===== config.mk =====
export PLATFORM = sky130hd
export DESIGN_NAME = run_length_tx
export DESIGN_NICKNAME = d
export VERILOG_FILES = /design/src/rtl/run_length_pkg.sv /design/src/rtl/run_len_fifo.sv /design/src/rtl/run_length_tx.sv
export SDC_FILE = /design/constraint.sdc
export NUM_CORES = 1
export LEC_CHECK = 0
export CAP_MARGIN = 25
export CORE_MARGIN = 8
export CORE_UTILIZATION = 35
export CTS_CLUSTER_DIAMETER = 50
export DETAILED_ROUTE_END_ITERATION = 16
export SYNTH_ARGS = -nofsm -noshare
export SYNTH_HDL_FRONTEND = slang
export SYNTH_SLANG_ARGS = --single-unit

===== constraint.sdc =====
create_clock -name clk -period 3.6 [get_ports clk]
set_input_delay 0.36 -clock clk [delete_from_list [all_inputs] [get_ports clk]]
set_output_delay 0.36 -clock clk [all_outputs]
set_load 0.02 [all_outputs]

===== src/rtl/run_length_pkg.sv =====
// Shared types, defaults and the run_len decode for the run-length transmitter.
package run_length_pkg;

    localparam int unsigned FRAME_BITS_DEF = 1024;
    localparam int unsigned MAX_RUN_DEF    = 16;
    localparam int unsigned FIFO_DEPTH_DEF = 4;
    localparam int unsigned RUN_LEN_W      = 4;
    localparam int unsigned RUNS_W         = 11;

    typedef enum logic [1:0] {
        ST_IDLE = 2'd0,
        ST_SEND = 2'd1,
        ST_DONE = 2'd2
    } state_t;

    // A code of zero stands for the longest run, 16 bits.
    function automatic logic [RUN_LEN_W:0] decode_run_len(input logic [RUN_LEN_W-1:0] len);
        decode_run_len = (len == '0) ? 5'd16 : {1'b0, len};
    endfunction

endpackage


===== src/rtl/run_len_fifo.sv =====
// Small synchronous FIFO holding requested run lengths; head is visible before the pop.
module run_len_fifo #(
    parameter int unsigned DEPTH = 4,
    parameter int unsigned WIDTH = 4
) (
    input  logic             clk,
    input  logic             rst_n,
    input  logic             i_push,
    input  logic [WIDTH-1:0] i_wdata,
    input  logic             i_pop,
    output logic [WIDTH-1:0] o_rdata,
    output logic             o_full,
    output logic             o_empty
);

    localparam int unsigned AW = (DEPTH > 1) ? $clog2(DEPTH) : 1;
    localparam int unsigned CW = $clog2(DEPTH + 1);

    logic [WIDTH-1:0] r_mem [DEPTH];
    logic [AW-1:0]    r_wr_ptr;
    logic [AW-1:0]    r_rd_ptr;
    logic [CW-1:0]    r_count;
    logic             w_push;
    logic             w_pop;

    assign o_full  = (r_count == CW'(DEPTH));
    assign o_empty = (r_count == '0);
    assign w_push  = i_push && !o_full;
    assign w_pop   = i_pop && !o_empty;
    assign o_rdata = r_mem[r_rd_ptr];

    always_ff @(posedge clk) begin
        if (!rst_n) begin
            r_wr_ptr <= '0;
            r_rd_ptr <= '0;
            r_count  <= '0;
        end else begin
            if (w_push) begin
                r_wr_ptr <= (r_wr_ptr == AW'(DEPTH - 1)) ? '0 : r_wr_ptr + AW'(1);
            end
            if (w_pop) begin
                r_rd_ptr <= (r_rd_ptr == AW'(DEPTH - 1)) ? '0 : r_rd_ptr + AW'(1);
            end
            case ({w_push, w_pop})
                2'b10:   r_count <= r_count + CW'(1);
                2'b01:   r_count <= r_count - CW'(1);
                default: r_count <= r_count;
            endcase
        end
    end

    // Storage needs no reset; pointers define which entries are live.
    always_ff @(posedge clk) begin
        if (w_push) begin
            r_mem[r_wr_ptr] <= i_wdata;
        end
    end

endmodule


===== src/rtl/run_length_tx.sv =====
// Frame-based run-length serialiser: emits alternating-level runs popped from a FIFO.
module run_length_tx
    import run_length_pkg::*;
#(
    parameter int unsigned FRAME_BITS = FRAME_BITS_DEF,
    parameter int unsigned MAX_RUN    = MAX_RUN_DEF,
    parameter int unsigned FIFO_DEPTH = FIFO_DEPTH_DEF
) (
    input  logic                 clk,
    input  logic                 rst_n,
    input  logic                 start,
    input  logic                 run_valid,
    input  logic [RUN_LEN_W-1:0] run_len,
    output logic                 run_ready,
    output logic                 data_valid,
    output logic                 data_out,
    output logic                 frame_done,
    output logic                 underrun,
    output logic [RUNS_W-1:0]    runs_sent
);

    localparam int unsigned CNT_W = $clog2(FRAME_BITS);
    localparam int unsigned REM_W = $clog2(MAX_RUN + 1);

    state_t              r_state;
    logic [CNT_W-1:0]    r_bit_cnt;
    logic [REM_W-1:0]    r_rem;
    logic                r_level;
    logic                r_data_valid;
    logic                r_data_out;
    logic                r_frame_done;
    logic                r_underrun;
    logic [RUNS_W-1:0]   r_runs_sent;

    logic [RUN_LEN_W-1:0] w_head;
    logic [RUN_LEN_W:0]   w_dec;
    logic [REM_W-1:0]     w_head_len;
    logic [REM_W-1:0]     w_next_len;
    logic                 w_full;
    logic                 w_empty;
    logic                 w_last_bit;
    logic                 w_run_end;
    logic                 w_start_acc;
    logic                 w_run_start;
    logic                 w_push;
    logic                 w_pop;

    run_len_fifo #(
        .DEPTH (FIFO_DEPTH),
        .WIDTH (RUN_LEN_W)
    ) u_fifo (
        .clk     (clk),
        .rst_n   (rst_n),
        .i_push  (w_push),
        .i_wdata (run_len),
        .i_pop   (w_pop),
        .o_rdata (w_head),
        .o_full  (w_full),
        .o_empty (w_empty)
    );

    assign w_dec       = decode_run_len(w_head);
    assign w_head_len  = (32'(w_dec) > MAX_RUN) ? REM_W'(MAX_RUN) : REM_W'(w_dec);
    // An empty FIFO at a run boundary yields a single-bit filler run.
    assign w_next_len  = w_empty ? REM_W'(1) : w_head_len;
    assign w_last_bit  = (r_bit_cnt == CNT_W'(FRAME_BITS - 1));
    assign w_run_end   = (r_rem == REM_W'(1));
    assign w_start_acc = (r_state == ST_IDLE) && start;
    assign w_run_start = w_start_acc || ((r_state == ST_SEND) && !w_last_bit && w_run_end);
    assign w_pop       = w_run_start && !w_empty;
    assign w_push      = run_valid && !w_full;

    assign run_ready  = !w_full;
    assign data_valid = r_data_valid;
    assign data_out   = r_data_out;
    assign frame_done = r_frame_done;
    assign underrun   = r_underrun;
    assign runs_sent  = r_runs_sent;

    always_ff @(posedge clk) begin
        if (!rst_n) begin
            r_state      <= ST_IDLE;
            r_bit_cnt    <= '0;
            r_rem        <= '0;
            r_level      <= 1'b0;
            r_data_valid <= 1'b0;
            r_data_out   <= 1'b0;
            r_frame_done <= 1'b0;
            r_underrun   <= 1'b0;
            r_runs_sent  <= '0;
        end else begin
            r_frame_done <= 1'b0;
            case (r_state)
                ST_IDLE: begin
                    if (start) begin
                        r_state      <= ST_SEND;
                        r_bit_cnt    <= '0;
                        r_level      <= 1'b0;
                        r_data_valid <= 1'b1;
                        r_data_out   <= 1'b0;
                        r_rem        <= w_next_len;
                        r_runs_sent  <= RUNS_W'(1);
                        r_underrun   <= w_empty;
                    end
                end
                ST_SEND: begin
                    if (w_last_bit) begin
                        // Any unfinished run is dropped; queued entries stay for the next frame.
                        r_state      <= ST_DONE;
                        r_data_valid <= 1'b0;
                        r_data_out   <= 1'b0;
                        r_frame_done <= 1'b1;
                    end else begin
                        r_bit_cnt <= r_bit_cnt + CNT_W'(1);
                        if (w_run_end) begin
                            r_level     <= ~r_level;
                            r_data_out  <= ~r_level;
                            r_rem       <= w_next_len;
                            r_runs_sent <= r_runs_sent + RUNS_W'(1);
                            if (w_empty) begin
                                r_underrun <= 1'b1;
                            end
                        end else begin
                            r_rem <= r_rem - REM_W'(1);
                        end
                    end
                end
                ST_DONE: begin
                    r_state <= ST_IDLE;
                end
                default: begin
                    r_state <= ST_IDLE;
                end
            endcase
        end
    end

endmodule


# Word level (Yosys, flattened, before mapping)
# Memories as Yosys holds them, arrays and structs flattened. A register that Yosys moved wholly into a read port is not among the register bits.
# Cells that the tools add are included.
dict set report op_classes {
  reduce_logical 23
  add_sub_neg 7
  n_eq_ne 14
  magnitude_cmp 1
  n_mux 39
  bitwise_logic 1
}
# cell count
set op_table {}
lappend op_table {{$mux 11} 3}
lappend op_table {{$mux 5} 6}
lappend op_table {{$pmux 11 s2} 1}
lappend op_table {{$mux 10} 2}
lappend op_table {{$pmux 10 s2} 1}
lappend op_table {{$mux 1} 13}
lappend op_table {{$mux 2} 6}
lappend op_table {{$add 11x1->11 const B} 1}
lappend op_table {{$add 10x1->10 const B} 1}
lappend op_table {{$eq 10x10->1 const B} 1}
lappend op_table {{$pmux 5 s2} 1}
lappend op_table {{$reduce_and 3->1} 3}
lappend op_table {{$ne 2x2->1 const B} 4}
lappend op_table {{$pmux 1 s2} 4}
lappend op_table {{$logic_and 1x1->1} 7}
lappend op_table {{$eq 2x2->1 const B} 3}
lappend op_table {{$pmux 3 s2} 1}
lappend op_table {{$eq 5x1->1 const B} 1}
lappend op_table {{$gt 5x5->1 const B} 1}
lappend op_table {{$reduce_and 5->1} 1}
lappend op_table {{$sub 5x1->5 const B} 1}
lappend op_table {{$add 2x1->2 const B} 2}
lappend op_table {{$eq 2x1->1 const B} 2}
lappend op_table {{$logic_not 4->1} 1}
lappend op_table {{other kinds (14)} 18}
dict set report word_totals {
  input_bits 8
  mem_bits_rw 16
  mem_count 1
  wordCells 98
  out_inout_bits 16
  ff_bits 40
}
# memory depth width read_ports rd_clocked_by_memory_dff write_ports line
set mem_list {}
lappend mem_list {u_fifo.r_mem 4 4 1 1 1 run_len_fifo.sv:19} ;# logic [WIDTH-1:0] r_mem [DEPTH];

# Logic depth before layout (Yosys ltp)
# Gate-level depths: netlist of the first run.
dict set report depth {
  depth_word 9
  mapped_depth 12
  mapped_depth_nobuf 11
}

# Hierarchy
# A second synthesis of the first run with hierarchy kept.
dict set report unflattened {
  cells_unflattened 295
  hier_area_um2 2875.3
}
# module cells_per_inst n_inst seq_area_each_um2 area_each_um2
set modules_own_cells {}
lappend modules_own_cells {run_length_tx 219 1 660.6 1810.5}
lappend modules_own_cells {run_len_fifo 76 1 660.6 1064.8}

# Least setup slack after synthesis of the first run
# OpenSTA, ideal clock, no wires.
dict set report synth_timing {
  path_kind {register to register}
  start {register r_rem[0]}
  end {register u_fifo.r_count[2]}
  stages_incl_launch_ff 12
  required_time_ns 3.524
  path_buffers 1
  path_slack_ns 0.889
  arrival_ns 2.636
  synth_period_minus_slack_ns 2.711
  setup_ns 0.076
  cell_sequence {dfxtp_1 -> ha_1 -> or4b_1 -> buf_2 -> o21ai_2 -> and2_1 -> ha_1 -> inv_1 -> fa_1 -> xor2_1 -> or3_1 -> a21boi_0}
}
dict set report synth_via {
  elab_chain_len 7
  word_cells_on_any_way 9
  classes_between {3 x eq/ne; 1 x mux; 5 x reduce/logical}
}
# element line
set synth_rtl {}
lappend synth_rtl {{start, declared} run_length_tx.sv:27} ;# logic [REM_W-1:0] r_rem;
lappend synth_rtl {{start signal, assigned} run_length_tx.sv:101} ;# r_rem <= w_next_len;
lappend synth_rtl {{start signal, assigned} run_length_tx.sv:118} ;# r_rem <= w_next_len;
lappend synth_rtl {{start signal, assigned} run_length_tx.sv:124} ;# r_rem <= r_rem - REM_W'(1);
lappend synth_rtl {{$eq 5x1->1 (*)} run_length_tx.sv:67} ;# assign w_run_end = (r_rem == REM_W'(1));
lappend synth_rtl {{$logic_and 1x1->1 (*)} run_length_tx.sv:69} ;# assign w_run_start = w_start_acc || ((r_state == ST_SEND) && !w_last_bit && w_run_end);
lappend synth_rtl {{$logic_or 1x1->1 (*)} run_length_tx.sv:69}
lappend synth_rtl {{$logic_and 1x1->1 (*)} run_length_tx.sv:70} ;# assign w_pop = w_run_start && !w_empty;
lappend synth_rtl {{$logic_and 1x1->1 (*)} run_len_fifo.sv:29} ;# assign w_pop = i_pop && !o_empty;
lappend synth_rtl {{$eq 2x1->1 / $eq 2x2->1 (equally long branches)} run_len_fifo.sv:44} ;# case ({w_push, w_pop})
lappend synth_rtl {{$pmux 3 s2 / $reduce_bool 2->1 (equally long branches)} --}
lappend synth_rtl {{end signal, assigned} run_len_fifo.sv:45} ;# 2'b10: r_count <= r_count + CW'(1);
lappend synth_rtl {{end signal, assigned} run_len_fifo.sv:46} ;# 2'b01: r_count <= r_count - CW'(1);
lappend synth_rtl {{end signal, assigned} run_len_fifo.sv:47} ;# default: r_count <= r_count;
lappend synth_rtl {{end, declared} run_len_fifo.sv:22} ;# logic [CW-1:0] r_count;
# Mark *: on every way between the ends. The rest lies on a longest branch, timed or not.
# A chain may end at the register's enable or synchronous reset.

# Worst setup path in the final report of the first run
# Ends and elaborated chain as after synthesis.

==> flow_metrics.tcl, run 1 <==
set metrics [dict create \
    start_util 0.359 \
    final_net_count 318 \
    critPathTopFamily "simple AND/OR/NAND/NOR gates" \
    max_freq_ghz 0.342 \
    slew_viol_final 0 \
    worstPathBufferInverterCount 1 \
    path_clk_slew_ns 0.06 \
    cpPeakStageDelay_ns 0.60 \
    use_met2 0.162 \
    cts_max_path_buffers 2 \
    setup_total_negative_slack_ns 0 \
    clock-root-buffer "sky130_fd_sc_hd__clkbuf_8" \
    layout_setup_ws_ns 0.675 \
    post_route_cells_drive_above_1_share 0.109 \
    globalRouteMet1Util 0.124 \
    number_of_fill_cells_in_the_layout 775 \
    holdBufCountCts 0 \
    yosysWarnings 0 \
    finalWirelength_um 5290 \
    finalCriticalPeriod_ns 2.93 \
    cts_tree "built" \
    data_required_time_of_the_critical_path_ns 3.86 \
    clock_insertion_delay_worst_skew_ns 0.34 \
    weighted_congestion_reported_at_the_end_of_routability_driven_placement 0.741 \
    post-route-period-util 0.813 \
    postSynthNetCount 290 \
    synth_sequential_area_ratio 0.479 \
    core_area_um2 7690 \
    leakage_nw 1.20 \
    antenna_found_initial 0 \
    synth-async-reset-ratio 0 \
    syn-mean-instance-area_um2 10.2 \
    mostFrequentLayoutCell "sky130_fd_sc_hd__dfxtp_1" \
    maxCapViolations 0 \
    netlist_instances 271 \
    cell_repeated_most_along_the_worst_path "sky130_fd_sc_hd__ha_1" \
    place_worst_setup_slack_ns 0.650 \
    maximum_ir_drop_on_the_vdd_rail_mv 0.323 \
    finalPower_mw 1.73 \
    critical_path.cell_chain "ha_1 > or4b_1 > o21ai_2 > and2_1 > ha_1 > inv_1 > fa_1 > xor2_1 > or3_1 > a21boi_0" \
    die_width_um 105 \
    grt.busiest_layer "met2" \
    gr-total-overflow 0 \
    synth-edff-count 16 \
    place.detailed.hpwl_um 3770 \
    ys_ff_latch 58 \
    number_of_buffers_created_by_cts 9 \
    number_of_top_level_pins 24 \
    drtAntennaViolNets 0 \
    report.final.setup_viol 0 \
    synthesis.area_um2 2760 \
    vias 2002 \
    antenna_cells_inserted 0 \
    grt_use_total 0.103 \
    htree_levels 3 \
    post_synth_num_cell_types 49 \
    cts_setup_buffers 0 \
    critical_path.slowest_cell "sky130_fd_sc_hd__or4b_1" \
    detail_route.iter0.violations 142 \
    mostFrequentLayoutCells "sky130_fd_sc_hd__dfxtp_1 (42), sky130_fd_sc_hd__nand2_1 (32), sky130_fd_sc_hd__nor2_1 (24)" \
    route.detailed.drc 0 \
    crit_fanout 8 \
    grt_first_pass_wirelength_um 9330 \
    detail_route.first_pass.iterations 4 \
    signed_area_change_from_the_synthesized_netlist_to_the_final_layout_pct 18.9 \
    finalCoreUtilization 0.427 \
    cts.sinks 58 \
    finalClockSkew_ns 0.00679 \
    core.rowCount 32 \
    timing_hold_violations_final 0 \
    design.die.area_um2 11000 \
    cp-end-kind "flip-flop" \
    timing_worst_setup_path_type "flip-flop to flip-flop" \
    post_detailed_route_wirelength_per_cell_um 13.0 \
    worst_hold_path_type "flip-flop to flip-flop" \
    tightestPinTransition_ns 0.739 \
    crit_arrival_ns 3.18 \
    grt_setup_unrepaired "no" \
    grt_pass1_vias 1963 \
    met3_usage 0.0387 \
    p_per_area_nw_per_um2 526 \
    synth-main-ff-cell "sky130_fd_sc_hd__dfxtp_1" \
    detail_route.vias_per_cell 4.93 \
    max_slew_margin 0.504 \
    post_cts_resize_count 0 \
    run_status "finished clean" \
    die_height_um 105 \
    io_buffers 23 \
    grt_max_degree 27 \
    critPathLaunchType "flip-flop" \
]
## stage by stage
stage	hold WS, ns	instance area (µm²)	std cells
CTS	0.473	3280	406
global placement	0.455	3090	390
floorplan	0.454	2760	271
detailed placement	0.464	3090	390
finish	0.478	3280	406
global route	0.506	3280	406
## final timing paths
kind,slack [ns],cells after the start,startpoint,to
worst max-delay path,0.67,10,r_rem[0]$_SDFFE_PN0P_,u_fifo.r_count[2]$_SDFFE_PN0P_
worst min-delay path,0.48,2,data_valid$_SDFFE_PN0P_,data_valid$_SDFFE_PN0P_
worst max register to register,0.67,10,r_rem[0]$_SDFFE_PN0P_,u_fifo.r_count[2]$_SDFFE_PN0P_
worst min register to register,0.48,2,data_valid$_SDFFE_PN0P_,data_valid$_SDFFE_PN0P_
## cell usage after synthesis (2+ instances only)
library cell | count | share of area
sky130_fd_sc_hd__a31o_2 | 3 | 0.0095
sky130_fd_sc_hd__a21oi_1 | 10 | 0.018
sky130_fd_sc_hd__or3_1 | 3 | 0.0068
sky130_fd_sc_hd__nor3b_1 | 2 | 0.0054
sky130_fd_sc_hd__buf_2 | 4 | 0.0073
sky130_fd_sc_hd__o211a_1 | 2 | 0.0073
sky130_fd_sc_hd__buf_4 | 3 | 0.0082
sky130_fd_sc_hd__edfxtp_1 | 16 | 0.17
sky130_fd_sc_hd__nand2_1 | 32 | 0.044
sky130_fd_sc_hd__and2_1 | 9 | 0.020
sky130_fd_sc_hd__clkbuf_1 | 4 | 0.0054
sky130_fd_sc_hd__nor4_1 | 3 | 0.0068
sky130_fd_sc_hd__dfxtp_1 | 42 | 0.30
sky130_fd_sc_hd__nand4_1 | 5 | 0.011
sky130_fd_sc_hd__mux4_2 | 4 | 0.033
sky130_fd_sc_hd__a31o_1 | 3 | 0.0095
sky130_fd_sc_hd__nand3_1 | 6 | 0.011
sky130_fd_sc_hd__nor3_1 | 5 | 0.0091
sky130_fd_sc_hd__nor2b_1 | 4 | 0.0091
sky130_fd_sc_hd__and3_1 | 11 | 0.025
sky130_fd_sc_hd__inv_1 | 10 | 0.014
sky130_fd_sc_hd__xnor2_1 | 11 | 0.035
sky130_fd_sc_hd__nor2_1 | 24 | 0.033
sky130_fd_sc_hd__a21boi_0 | 7 | 0.019
sky130_fd_sc_hd__a211oi_1 | 5 | 0.014
sky130_fd_sc_hd__ha_1 | 10 | 0.045
sky130_fd_sc_hd__o21ai_0 | 9 | 0.016
sky130_fd_sc_hd__o211ai_1 | 3 | 0.0082
## kinds of logic after synthesis
| family | count (synthesis) | synth area share |
|---|---|---|
| AOI/OAI and AO/OA | 53 | 0.150 |
| muxes | 6 | 0.0403 |
| and+or+nand+nor | 109 | 0.202 |
| xor gates and xnor gates | 12 | 0.0381 |
| buffers and inverters | 22 | 0.0385 |
| DFF | 58 | 0.479 |
| adders and majority gates | 11 | 0.0526 |
## layer usage
layer,part of all wire,wire [µm],vias to the layer above
li1,-,-,1020
met1,0.48,2540,946
met5,0,0,-
met2,0.46,2450,27
met4,0.017,90,0
met3,0.039,206,9
## cell type report
cell class,count,area (µm²),area share
clock buffer,13,149,0.0454
clock inverter,3,38.8,0.0118
inverter,10,37.5,0.0114
multi-input combinational,191,1330,0.406
sequential,58,1320,0.403
tap,102,128,0.0389
timing repair buffer,29,275,0.0839
## flip-flops by register name, summed over array words and instances, names as in the netlist, named ones only
register / flops
data_out: 1
data_valid: 1
frame_done: 1
r_bit_cnt: 10
r_level: 1
r_rem: 5
r_state: 2
runs_sent: 11
u_fifo.r_count: 3
u_fifo.r_mem: 16
u_fifo.r_rd_ptr: 2
u_fifo.r_wr_ptr: 2
underrun: 1
## power by group
part / leakage [nW] / switching, mW / total [mW] / internal [mW]
combinational: 0.619 / 0.194 / 0.360 / 0.166
sequential: 0.488 / 0.0516 / 0.788 / 0.736
clock: 0.0951 / 0.242 / 0.578 / 0.336
total: 1.20 / 0.487 / 1.73 / 1.24
## tightest hold or removal path, stage by stage, from the launching register on
cell and delay [ns]:
sky130_fd_sc_hd__dfxtp_1 0.31, sky130_fd_sc_hd__nand2_1 0.05, sky130_fd_sc_hd__a21boi_0 0.07
Power figures use the tool's default switching activity.
==> run 2, diff against run 1 <==
==> constraint.sdc (replaced) <==
create_clock -name clk -period 3.03 [get_ports clk]
set_input_delay 0.303 -clock clk [delete_from_list [all_inputs] [get_ports clk]]
set_output_delay 0.303 -clock clk [all_outputs]
set_load 0.02 [all_outputs]
==> flow_metrics.tcl, run 2 (synthesis gave the netlist of run 1 again) <==
set metrics [dict create \
    mostFrequentLayoutCell "sky130_fd_sc_hd__dfxtp_1" \
    mostFrequentLayoutCells "sky130_fd_sc_hd__dfxtp_1 (42), sky130_fd_sc_hd__nand2_1 (32), sky130_fd_sc_hd__nor2_1 (24)" \
    critPathLaunchType "flip-flop" \
    detail_route.vias_per_cell 4.95 \
    hold-path-cell-count 2 \
    io_buffers 23 \
    timing.critical_path.to "u_fifo.r_count[2]$_SDFFE_PN0P_" \
    design.die.area_um2 11000 \
    vias 2015 \
    clock_insertion_delay_worst_skew_ns 0.34 \
    antenna_cells_inserted 0 \
    maximum_ir_drop_on_the_vdd_rail_mv 0.388 \
    critical_path.startpoint "r_rem[0]$_SDFFE_PN0P_" \
    signed_area_change_from_the_synthesized_netlist_to_the_final_layout_pct 20.8 \
    worst_hold_path_type "flip-flop to flip-flop" \
    post_route_cells_drive_above_1_share 0.115 \
    weighted_congestion_reported_at_the_end_of_routability_driven_placement 0.734 \
    number_of_top_level_pins 24 \
    grt_setup_unrepaired "no" \
    htree_levels 3 \
    start_util 0.359 \
    die_width_um 105 \
    setup_total_negative_slack_ns 0 \
    reg2reg_depth 10 \
    drtAntennaViolNets 0 \
    place.detailed.hpwl_um 3830 \
    route.detailed.drc 0 \
    grt_first_pass_wirelength_um 9350 \
    holdBufCountCts 0 \
    leakage_nw 1.22 \
    place_inst 391 \
    cts_setup_buffers 0 \
    core.rowCount 32 \
    cts_tree "built" \
    cp-end-kind "flip-flop" \
    max_slew_margin 0.501 \
    largest_register_ff_count 16 \
    path_clk_slew_ns 0.07 \
    number_of_fill_cells_in_the_layout 763 \
    clock-root-buffer "sky130_fd_sc_hd__clkbuf_8" \
    finalCriticalPeriod_ns 2.79 \
    gr-total-overflow 0 \
    detail_route.iter0.violations 126 \
    slew_viol_final 0 \
    run_status "finished clean" \
    timing_worst_setup_path_type "flip-flop to flip-flop" \
    post-route-period-util 0.920 \
    timing_hold_violations_final 0 \
    layout_setup_ws_ns 0.243 \
    grt_pass1_vias 1970 \
    p_per_area_nw_per_um2 669 \
    data_required_time_of_the_critical_path_ns 3.29 \
    post_cts_resize_count 0 \
    instances_no_fill 407 \
    number_of_buffers_created_by_cts 9 \
    crit_arrival_ns 3.05 \
    finalClockSkew_ns 0.00640 \
    tightestPinTransition_ns 0.743 \
    die_height_um 105 \
    maxCapViolations 0 \
    seq_area_um2 1320 \
    multi_input_area_um2 1330 \
    max_freq_ghz 0.359 \
    cts_max_path_buffers 2 \
    core_area_um2 7690 \
    detail_route.first_pass.iterations 4 \
    report.final.setup_viol 0 \
    crit_fanout 5 \
    worst-r2r-setup-slack_ns 0.24 \
    grt_use_total 0.104 \
    post_detailed_route_wirelength_per_cell_um 13.3 \
    final_net_count 319 \
    finalCoreUtilization 0.434 \
    endpoint_of_the_lowest_slack_register_to_register_path "u_fifo.r_count[2]$_SDFFE_PN0P_" \
    finalWirelength_um 5420 \
    cts.sinks 58 \
    timing.rr.start "r_rem[0]$_SDFFE_PN0P_" \
    antenna_found_initial 0 \
    regMostFlops "u_fifo.r_mem" \
    grt_max_degree 23 \
    place_worst_setup_slack_ns 0.202 \
]
-- run 2: cell types whose count changed in the layout (fill, tap and decap cells not counted), sizes merged --
cell | previous run | this run
clkbuf | 13 | 10
bufinv | 1 | 3
buf | 6 | 7
clkinvlp | 0 | 1
-- run 2: layer usage --
| layer | routed length [µm] | global-route usage | vias to the layer above |
|---|---|---|---|
| met5 | 0 | 0 | - |
| met4 | 59 | 0.0408 | 0 |
| met3 | 243 | 0.0479 | 8 |
| met2 | 2510 | 0.164 | 30 |
| met1 | 2610 | 0.121 | 948 |
| li1 | - | - | 1029 |
-- run 2: power breakdown --
group | switching (mW) | internal, mW | total (mW) | leakage [nW]
registers | 0.0635 | 0.874 | 0.938 | 0.488
logic | 0.238 | 0.202 | 0.440 | 0.623
clock network | 0.311 | 0.541 | 0.852 | 0.112
total | 0.613 | 1.62 | 2.23 | 1.22
-- run 2: stage by stage --
stage                     area [µm²]  total power, mW  hold WS [ns]
after CTS                       3330             2.26         0.476
final                           3330             2.23         0.470
after global routing            3330             2.36         0.486
after floorplan                 2760             1.27         0.402
after global placement          3100             1.39         0.460
after detailed placement        3100             1.40         0.467
-- run 2: final cells by class --
| type | count | area share |
|---|---|---|
| clock buffers | 10 | 0.0383 |
| clock inverters | 6 | 0.0315 |
| inverters | 10 | 0.0113 |
| multi-input cells | 191 | 0.400 |
| flip-flops and latches | 58 | 0.396 |
| well taps | 102 | 0.0383 |
| repair buffers | 30 | 0.0848 |
-- run 2: worst max-delay path: stages (launching register included) --
cell and delay [ns]:
sky130_fd_sc_hd__dfxtp_1 0.41, sky130_fd_sc_hd__ha_1 0.16, sky130_fd_sc_hd__or4b_1 0.47, sky130_fd_sc_hd__o21ai_2 0.19
sky130_fd_sc_hd__and2_1 0.22, sky130_fd_sc_hd__ha_1 0.21, sky130_fd_sc_hd__inv_1 0.06, sky130_fd_sc_hd__fa_1 0.37
sky130_fd_sc_hd__xor2_1 0.16, sky130_fd_sc_hd__or3_1 0.30, sky130_fd_sc_hd__a21boi_0 0.17
-- run 2: how the worst min path moves through the flow --
stage	slack [ns]	endpoint	start
6_report	0.47	data_valid$_SDFFE_PN0P_	data_valid$_SDFFE_PN0P_
5_1_grt	0.49	data_valid$_SDFFE_PN0P_	data_valid$_SDFFE_PN0P_
4_1_cts	0.48	data_valid$_SDFFE_PN0P_	data_valid$_SDFFE_PN0P_
3_5_place_dp	0.47	data_valid$_SDFFE_PN0P_	data_valid$_SDFFE_PN0P_
3_3_place_gp	0.46	data_valid$_SDFFE_PN0P_	data_valid$_SDFFE_PN0P_
2_1_floorplan	0.40	u_fifo.r_mem[0][0]$_DFFE_PP_	run_len[0]
==> run 3, diff against run 2 <==
--- a/config.mk
+++ b/config.mk
@@ -6,10 +6,10 @@
 export NUM_CORES = 1
 export LEC_CHECK = 0
 export CAP_MARGIN = 25
-export CORE_MARGIN = 8
 export CORE_UTILIZATION = 35
 export CTS_CLUSTER_DIAMETER = 50
 export DETAILED_ROUTE_END_ITERATION = 16
+export SKIP_LAST_GASP = 1
 export SYNTH_ARGS = -nofsm -noshare
 export SYNTH_HDL_FRONTEND = slang
 export SYNTH_SLANG_ARGS = --single-unit
==> flow_metrics.tcl, run 3 (synthesis gave the netlist of run 1 again) <==
set metrics [dict create \
    cts_setup_buffers 0 \
    finalCoreUtilization 0.435 \
    critical_path.cell_chain "ha_1 > or4b_1 > o21ai_2 > and2_1 > ha_1 > inv_1 > fa_1 > xor2_1 > or3_1 > a21boi_0" \
    timing_worst_setup_path_type "flip-flop to flip-flop" \
    maximum_ir_drop_on_the_vdd_rail_mv 0.416 \
    max_freq_ghz 0.365 \
    number_of_top_level_pins 24 \
    core.rowCount 32 \
    critical_path.startpoint "r_rem[0]$_SDFFE_PN0P_" \
    worst_hold_path_type "flip-flop to flip-flop" \
    detail_route.vias_per_cell 4.97 \
    path_clk_slew_ns 0.07 \
    design.die.area_um2 8250 \
    endpoint_of_the_lowest_slack_register_to_register_path "u_fifo.r_count[2]$_SDFFE_PN0P_" \
    mostFrequentLayoutCell "sky130_fd_sc_hd__dfxtp_1" \
    report.final.setup_viol 0 \
    detail_route.iter0.violations 100 \
    timing.rr.start "r_rem[0]$_SDFFE_PN0P_" \
    critPathTopFamily "simple AND/OR/NAND/NOR gates" \
    number_of_buffers_created_by_cts 9 \
    gr-total-overflow 0 \
    mostFrequentLayoutCells "sky130_fd_sc_hd__dfxtp_1 (42), sky130_fd_sc_hd__nand2_1 (32), sky130_fd_sc_hd__nor2_1 (24)" \
    htree_levels 3 \
    grt_setup_unrepaired "no" \
    finalClockSkew_ns 0.00566 \
    tightestPinTransition_ns 0.717 \
    die_height_um 90.8 \
    clock-root-buffer "sky130_fd_sc_hd__clkbuf_8" \
    holdBufCountCts 0 \
    core_area_um2 7690 \
    finalPower_mw 2.24 \
    critical_path.slowest_cell "sky130_fd_sc_hd__or4b_1" \
    crit_arrival_ns 3.01 \
    cts.sinks 58 \
    post_route_cells_drive_above_1_share 0.125 \
    maxCapViolations 0 \
    run_status "finished clean" \
    critPathLaunchType "flip-flop" \
    reg2reg_depth 10 \
    slew_viol_final 0 \
    hold-path-cell-count 2 \
    finalCriticalPeriod_ns 2.74 \
    timing_hold_violations_final 0 \
    die_width_um 90.8 \
    detail_route.first_pass.iterations 4 \
    start_util 0.359 \
    max_slew_margin 0.518 \
    data_required_time_of_the_critical_path_ns 3.29 \
    clock_insertion_delay_worst_skew_ns 0.34 \
    route.detailed.drc 0 \
    worst-r2r-setup-slack_ns 0.29 \
    post_cts_resize_count 0 \
    final_net_count 319 \
    antenna_found_initial 0 \
    timing.hold.worst.start "data_valid$_SDFFE_PN0P_" \
    hold_worst_slack_ns 0.470 \
    grt_pass1_vias 1898 \
    drtAntennaViolNets 0 \
    io_buffers 23 \
    weighted_congestion_reported_at_the_end_of_routability_driven_placement 0.780 \
    post_dp_cell_area_um2 3100 \
    signed_area_change_from_the_synthesized_netlist_to_the_final_layout_pct 21.1 \
    post_detailed_route_wirelength_per_cell_um 12.6 \
    grt_use_total 0.137 \
    p_per_area_nw_per_um2 669 \
    post-route-period-util 0.905 \
    cp-end-kind "flip-flop" \
    worstPathBufferInverterCount 1 \
    setup_total_negative_slack_ns 0 \
    hold_path_end "data_valid$_SDFFE_PN0P_" \
    grt_first_pass_wirelength_um 8870 \
    finalInstanceArea_um2 3340 \
    largest_register_ff_count 16 \
    regMostFlops "u_fifo.r_mem" \
    cts_max_path_buffers 2 \
    crit_fanout 5 \
    cpPeakStageDelay_ns 0.48 \
    vias 2023 \
    grt_max_degree 23 \
    place.detailed.hpwl_um 3610 \
    cts_tree "built" \
    leakage_nw 1.22 \
    cell_repeated_most_along_the_worst_path "sky130_fd_sc_hd__ha_1" \
    finalWirelength_um 5130 \
    antenna_cells_inserted 0 \
]
==> run 3: area by class of cell <==
type | instances | area [µm²]
Fill cell | 747 | 4340
Multi-Input combinational cell | 191 | 1330
Sequential cell | 58 | 1320
Timing Repair Buffer | 30 | 283
Tap cell | 102 | 128
Clock buffer | 9 | 124
Clock inverter | 7 | 118
Inverter | 10 | 37.5
==> run 3: stage by stage <==
step | setup slack, ns | std cells
CTS | 0.282 | 407
detailed placement | 0.212 | 391
global route | 0.133 | 407
finish | 0.289 | 407
floorplan | 0.319 | 271
global placement | 0.267 | 391
==> run 3: worst max-delay path by stage <==
| stage | end | slack (ns) | depth (start not counted) |
|---|---|---|---|
| 2_1_floorplan | u_fifo.r_count[2]$_SDFFE_PN0P_ | 0.32 | 11 |
| 3_3_place_gp | u_fifo.r_count[2]$_SDFFE_PN0P_ | 0.27 | 10 |
| 3_5_place_dp | u_fifo.r_count[2]$_SDFFE_PN0P_ | 0.21 | 10 |
| 4_1_cts | u_fifo.r_count[2]$_SDFFE_PN0P_ | 0.28 | 10 |
| 5_1_grt | u_fifo.r_count[2]$_SDFFE_PN0P_ | 0.13 | 10 |
| 6_report | u_fifo.r_count[2]$_SDFFE_PN0P_ | 0.29 | 10 |
==> run 3: worst reg2reg max path, cell delays in order, from the launching register on <==
cell                       delay [ns]
sky130_fd_sc_hd__dfxtp_1         0.40
sky130_fd_sc_hd__ha_1            0.16
sky130_fd_sc_hd__or4b_1          0.48
sky130_fd_sc_hd__o21ai_2         0.19
sky130_fd_sc_hd__and2_1          0.21
sky130_fd_sc_hd__ha_1            0.20
sky130_fd_sc_hd__inv_1           0.06
sky130_fd_sc_hd__fa_1            0.37
sky130_fd_sc_hd__xor2_1          0.15
sky130_fd_sc_hd__or3_1           0.30
sky130_fd_sc_hd__a21boi_0        0.15
==> run 3: where the power goes <==
part	switching (mW)	internal [mW]
clock	0.321	0.544
combinational	0.233	0.202
sequential	0.0631	0.874
==> run 3: per-layer routing <==
layer,global-route usage,routed length [µm],up-vias
met4,0.0476,85,0
met5,0,0,-
met3,0.0522,199,9
met2,0.219,2410,35
met1,0.169,2430,943
li1,-,-,1036
